**config.mk**
```make
export PLATFORM = sky130hd
export DESIGN_NAME = bsearch_engine_flat
export DESIGN_NICKNAME = d
export VERILOG_FILES = /design/src/rtl/bsearch_if.sv /design/src/rtl/bsearch_engine.sv /design/src/flat_wrapper.sv
export SDC_FILE = /design/constraint.sdc
export NUM_CORES = 1
export LEC_CHECK = 0
export CELL_PAD_IN_SITES_DETAIL_PLACEMENT = 0
export CELL_PAD_IN_SITES_GLOBAL_PLACEMENT = 2
export CORE_ASPECT_RATIO = 2
export CORE_MARGIN = 3
export CORE_UTILIZATION = 36
export DETAILED_ROUTE_END_ITERATION = 8
export PLACE_DENSITY = 0.88
export SETUP_SLACK_MARGIN = 0.1
export SLEW_MARGIN = 20
export SYNTH_ARGS = -nofsm -noshare
export SYNTH_HDL_FRONTEND = slang
export SYNTH_SLANG_ARGS = --single-unit
```
**constraint.sdc**
```tcl
create_clock -name clk -period 4.59 [get_ports clk]
set_clock_uncertainty 0.05 [all_clocks]
set_input_delay 0.918 -clock clk [delete_from_list [all_inputs] [get_ports clk]]
set_output_delay 0.918 -clock clk [all_outputs]
set_load 0.01 [all_outputs]
```
**src/rtl/bsearch_if.sv**
```systemverilog
// Request/result and memory-port bundle for the binary-search engine.
interface bsearch_if #(
  parameter int DATA_W = 8,
  parameter int ADDR_W = 5
);
  logic              start;
  logic [DATA_W-1:0] target;
  logic              mode;
  logic [ADDR_W-1:0] mem_addr;
  logic [DATA_W-1:0] mem_rdata;
  logic              busy;
  logic              done;
  logic              found;
  logic              not_found;
  logic [ADDR_W-1:0] index;
  logic [ADDR_W:0]   probes;

  // Requester side: issues searches, serves memory reads, consumes results.
  modport master (
    output start, target, mode, mem_rdata,
    input  mem_addr, busy, done, found, not_found, index, probes
  );

  // Engine side.
  modport slave (
    input  start, target, mode, mem_rdata,
    output mem_addr, busy, done, found, not_found, index, probes
  );
endinterface

```
**src/rtl/bsearch_engine.sv**
```systemverilog
// Binary search over an external 1-cycle synchronous-read RAM holding
// ascending-sorted unsigned words. Mode 0 finds an exact match, mode 1
// returns the lower bound (first index with mem >= target).
module bsearch_engine #(
  parameter int DATA_W = 8,
  parameter int ADDR_W = 5
) (
  input  logic      clk,
  input  logic      reset,
  bsearch_if.slave  bus
);

  localparam logic [1:0] S_IDLE  = 2'd0;
  localparam logic [1:0] S_ISSUE = 2'd1;
  localparam logic [1:0] S_CMP   = 2'd2;
  localparam logic [1:0] S_DONE  = 2'd3;

  localparam logic [ADDR_W:0] DEPTH = {1'b1, {ADDR_W{1'b0}}};
  localparam logic [ADDR_W:0] ONE   = {{ADDR_W{1'b0}}, 1'b1};

  logic [1:0]        state_q,  state_d;
  logic [ADDR_W:0]   lo_q,     lo_d;
  logic [ADDR_W:0]   hi_q,     hi_d;
  logic [DATA_W-1:0] target_q, target_d;
  logic              mode_q,   mode_d;
  logic [ADDR_W-1:0] index_q,  index_d;
  logic [ADDR_W:0]   probes_q, probes_d;
  logic              found_q,  found_d;
  logic              nf_q,     nf_d;
  logic [ADDR_W:0]   mid;

  // Probe point of the half-open range [lo,hi); written to avoid overflow of lo+hi.
  always_comb begin
    mid = lo_q + ((hi_q - lo_q) >> 1);
  end

  assign bus.mem_addr  = mid[ADDR_W-1:0];
  assign bus.busy      = (state_q == S_ISSUE) || (state_q == S_CMP);
  assign bus.done      = (state_q == S_DONE);
  assign bus.found     = found_q;
  assign bus.not_found = nf_q;
  assign bus.index     = index_q;
  assign bus.probes    = probes_q;

  // Next-state and datapath update for the search sequencer.
  always_comb begin
    // NOTE: every _d defaults to its _q so no path through the case can infer a latch.
    state_d  = state_q;
    lo_d     = lo_q;
    hi_d     = hi_q;
    target_d = target_q;
    mode_d   = mode_q;
    index_d  = index_q;
    probes_d = probes_q;
    found_d  = found_q;
    nf_d     = nf_q;
    case (state_q)
      S_IDLE: begin
        if (bus.start) begin
          target_d = bus.target;
          mode_d   = bus.mode;
          lo_d     = '0;
          hi_d     = DEPTH;
          probes_d = '0;
          state_d  = S_ISSUE;
        end
      end
      S_ISSUE: begin
        if (lo_q >= hi_q) begin
          // Range exhausted: lo is the insertion point / lower bound.
          index_d = lo_q[ADDR_W-1:0];
          if (mode_q && (lo_q < DEPTH)) begin
            found_d = 1'b1;
          end else begin
            nf_d = 1'b1;
            if (mode_q) index_d = '0;
          end
          state_d = S_DONE;
        end else begin
          state_d = S_CMP;
        end
      end
      S_CMP: begin
        probes_d = probes_q + ONE;
        if (!mode_q && (bus.mem_rdata == target_q)) begin
          index_d = mid[ADDR_W-1:0];
          found_d = 1'b1;
          state_d = S_DONE;
        end else if (bus.mem_rdata < target_q) begin
          lo_d    = mid + ONE;
          state_d = S_ISSUE;
        end else begin
          hi_d    = mid;
          state_d = S_ISSUE;
        end
      end
      default: begin
        // S_DONE: hold the result until the requester drops start.
        if (!bus.start) begin
          found_d = 1'b0;
          nf_d    = 1'b0;
          state_d = S_IDLE;
        end
      end
    endcase
  end

  // State registers; reset aborts any search in flight.
  always_ff @(posedge clk or posedge reset) begin
    if (reset) begin
      state_q  <= S_IDLE;
      lo_q     <= '0;
      hi_q     <= '0;
      target_q <= '0;
      mode_q   <= 1'b0;
      index_q  <= '0;
      probes_q <= '0;
      found_q  <= 1'b0;
      nf_q     <= 1'b0;
    end else begin
      // NOTE: non-blocking so every flop samples the pre-edge value of its neighbours.
      state_q  <= state_d;
      lo_q     <= lo_d;
      hi_q     <= hi_d;
      target_q <= target_d;
      mode_q   <= mode_d;
      index_q  <= index_d;
      probes_q <= probes_d;
      found_q  <= found_d;
      nf_q     <= nf_d;
    end
  end

endmodule
```
**src/flat_wrapper.sv**
```systemverilog
// flat-port wrapper written by rule: the top's interface ports become plain ports
module bsearch_engine_flat 
#(
  parameter int DATA_W = 8,
  parameter int ADDR_W = 5
)
  (clk, reset, bus_start, bus_target, bus_mode, bus_mem_rdata, bus_mem_addr, bus_busy, bus_done, bus_found, bus_not_found, bus_index, bus_probes);
  bsearch_if #(.DATA_W(DATA_W), .ADDR_W(ADDR_W)) bus_i ();
  input  logic clk;
  input  logic reset;
  input wire logic [$bits(bus_i.start)-1:0] bus_start;
  input wire logic [$bits(bus_i.target)-1:0] bus_target;
  input wire logic [$bits(bus_i.mode)-1:0] bus_mode;
  input wire logic [$bits(bus_i.mem_rdata)-1:0] bus_mem_rdata;
  output wire logic [$bits(bus_i.mem_addr)-1:0] bus_mem_addr;
  output wire logic [$bits(bus_i.busy)-1:0] bus_busy;
  output wire logic [$bits(bus_i.done)-1:0] bus_done;
  output wire logic [$bits(bus_i.found)-1:0] bus_found;
  output wire logic [$bits(bus_i.not_found)-1:0] bus_not_found;
  output wire logic [$bits(bus_i.index)-1:0] bus_index;
  output wire logic [$bits(bus_i.probes)-1:0] bus_probes;
  assign bus_i.start = bus_start;
  assign bus_i.target = bus_target;
  assign bus_i.mode = bus_mode;
  assign bus_i.mem_rdata = bus_mem_rdata;
  assign bus_mem_addr = bus_i.mem_addr;
  assign bus_busy = bus_i.busy;
  assign bus_done = bus_i.done;
  assign bus_found = bus_i.found;
  assign bus_not_found = bus_i.not_found;
  assign bus_index = bus_i.index;
  assign bus_probes = bus_i.probes;
  bsearch_engine #(.DATA_W(DATA_W), .ADDR_W(ADDR_W)) u_core (.clk(clk), .reset(reset), .bus(bus_i));
endmodule
```
==> impl_metrics.ini <==
[status]
status = complete, no violations

[sta]
fmax_ghz = 0.238
relSlewSlack = 0.447
setup_ws_ns = 0.394
fin_crit_sh = 0.914
fin_setup_tns_ns = 0
tightest_slew_ns = 0.829
setup_violations = 0
fin_crit_ns = 4.20
rsz0062_at_grt = no
drv_slew = 0
final-hold-violation-count = 0
whs_ns = 0.451

[worst_setup_path]
r2r_start = u_core.lo_q[0]
critPathLaunchType = flop
critPathArrivalTime_ns = 3.23
worstPathRequired_ns = 3.62
cp-end-kind = output pin
crit_path_max_fanout = 6
crit_type = reg -> out
reg2reg_slack_ns = 1.43
crit_path_start = u_core.lo_q[0]

[logic_synthesis]
netlist.area_leader.share = 0.368
yosysSeqAreaShare = 0.368
syn-num-nets = 292
synth_area_sq_um = 2450
synth-warning-count = 0
synth-seq-cells = 36
synth_cell_types = 50
async_flop_share = 1.00
syn_avg_cell_area_sq_um = 9.98
synth_most_common_cell = dfrtp_1
synthTopCellsByCount = dfrtp_1 (36), inv_1 (26), ha_1 (25)
postSynthCellCount = 245
synth_top_cell_by_area = dfrtp_1
ys.flop_type = dfrtp_1
synth-edff-count = 0
synth.area.top_cells = dfrtp_1 (37%), ha_1 (13%), mux2_2 (5.1%)

[die]
num_rows = 41
die_h_um = 123
die_w_um = 64.3
start_util = 0.378
die_area_sq_um = 7880
core_sq_um = 6460
io_pins = 40

[final_layout]
num-fill-cells = 664
diodes = 0
area_growth_pct = 26.1
layout-drive-gt1-share = 0.134
nets = 336

[clock_tree]
cts_sinks = 36
cts_resized = 0
cts_made_buffers = 5
clk_latency_ns = 0.29
clock_tree.buffer_depth = 2
cts.clk_slew.worst_paths_ns = 0.06
post-cts-setup-buffers = 0
cts_tree = done
ctsHoldBuffers = 0
clockRootBuffer = clkbuf_16
htreeDepth = 2

[detailed_routing]
dr.pass1.iters = 4
vias_per_cell = 5.25
drt_iter0_drc = 72
drtAntennaViolNets = 0
vias = 1974
post_drt_wl_per_cell_um = 16.1
finalWirelength_um = 6040
drc = 0

[grt]
grt_pass1_vias = 2105
grt_pass1_wl_um = 10300
antenna_found_initial = 0
gr-usage-all-layers = 0.173
grt_max_degree = 21
grt_remaining_overflow = 0

[placement]
hpwl_um = 4680
portBuffers = 39
dp_slack_ns = 0.713
globalplace.congestion = 0.862

[worst_hold_path]
hp-class = reg -> reg
hp-start = u_core.target_q[1]

[flow_run]
drv_cap = 0
[layout by cell type (no fill, tap or decap), types with 2 or more instances in the layout]
master	count
nor3b_1	2
mux2_4	5
nor2_1	17
xnor2_1	7
a32o_1	5
buf_4	4
ha_1	25
a21o_1	2
dfrtp_1	36
nand3_1	7
a21oi_2	2
clkbuf_16	5
a21oi_1	10
nand4_1	7
nand2_1	18
mux2_2	11
fa_1	2
inv_1	26
nand2b_1	2
o41ai_1	2
clkdlybuf4s50_1	39
o21ai_2	2
and3_1	3
xor2_1	6
clkinv_2	2
a22o_1	6
o21ai_0	13
[metrics by stage]
step | area [sq um] | instances | util
detailed placement | 2940 | 368 | 0.455
global route | 3080 | 376 | 0.477
finish | 3080 | 376 | 0.477
floorplan | 2450 | 245 | -
CTS | 3080 | 376 | 0.477
global placement | 2940 | 368 | 0.455
[metal layers]
| metal | up-vias | share of wire | track usage | wire, um |
|---|---|---|---|---|
| li1 | 955 | - | - | - |
| met1 | 961 | 0.37 | 0.176 | 2220 |
| met2 | 45 | 0.57 | 0.326 | 3440 |
| met3 | 13 | 0.033 | 0.0339 | 201 |
| met4 | 0 | 0.029 | 0.0901 | 174 |
| met5 | - | 0 | 0 | 0 |
[final cells by class]
cell class              instances  area [sq um]  area share
clock buffers                   5           125      0.0406
flip-flops and latches         36           901       0.292
well taps                      86           108      0.0349
clock inverters                 3          18.8     0.00609
inverters                      26          97.6      0.0316
multi-input cells             177          1410       0.458
repair buffers                 43           420       0.136
[critical path, cell delays in order (launching register included)]
cell and delay [ns]:
dfrtp_1 0.42, ha_1 0.22, fa_1 0.41, xnor2_1 0.28, ha_1 0.29, a211oi_1 0.30
nor2_1 0.12, xor2_2 0.30, clkdlybuf4s50_1 0.61
[final timing paths]
path	to	depth (start not counted)
max reg2reg	u_core.lo_q[5]	13
min reg2reg	u_core.target_q[1]	1
min in group asynchronous	u_core.bus.found	2
max in group asynchronous	u_core.target_q[0]	3
max	bus_mem_addr[3]	8
min	u_core.target_q[1]	1
[kinds of logic after synthesis]
kind of cell | share of synthesized area
AOI/OAI and AO/OA | 0.163
xor gates and xnor gates | 0.0532
and+or+nand+nor | 0.136
muxes | 0.0813
buffers and inverters | 0.0537
adders and majority gates | 0.144
DFF | 0.368
[flip-flops by register name, indices dropped and copies added (netlist names)]
| signal | flops |
|---|---|
| u_core.target_q | 8 |
| u_core.bus.probes | 6 |
| u_core.hi_q | 6 |
| u_core.lo_q | 6 |
| u_core.bus.index | 5 |
| u_core.state_q | 2 |
| u_core.bus.found | 1 |
| u_core.bus.not_found | 1 |
| u_core.mode_q | 1 |
Power is not shown: default switching activity piles up to over one toggle a cycle in this logic, so the estimate is an artifact.
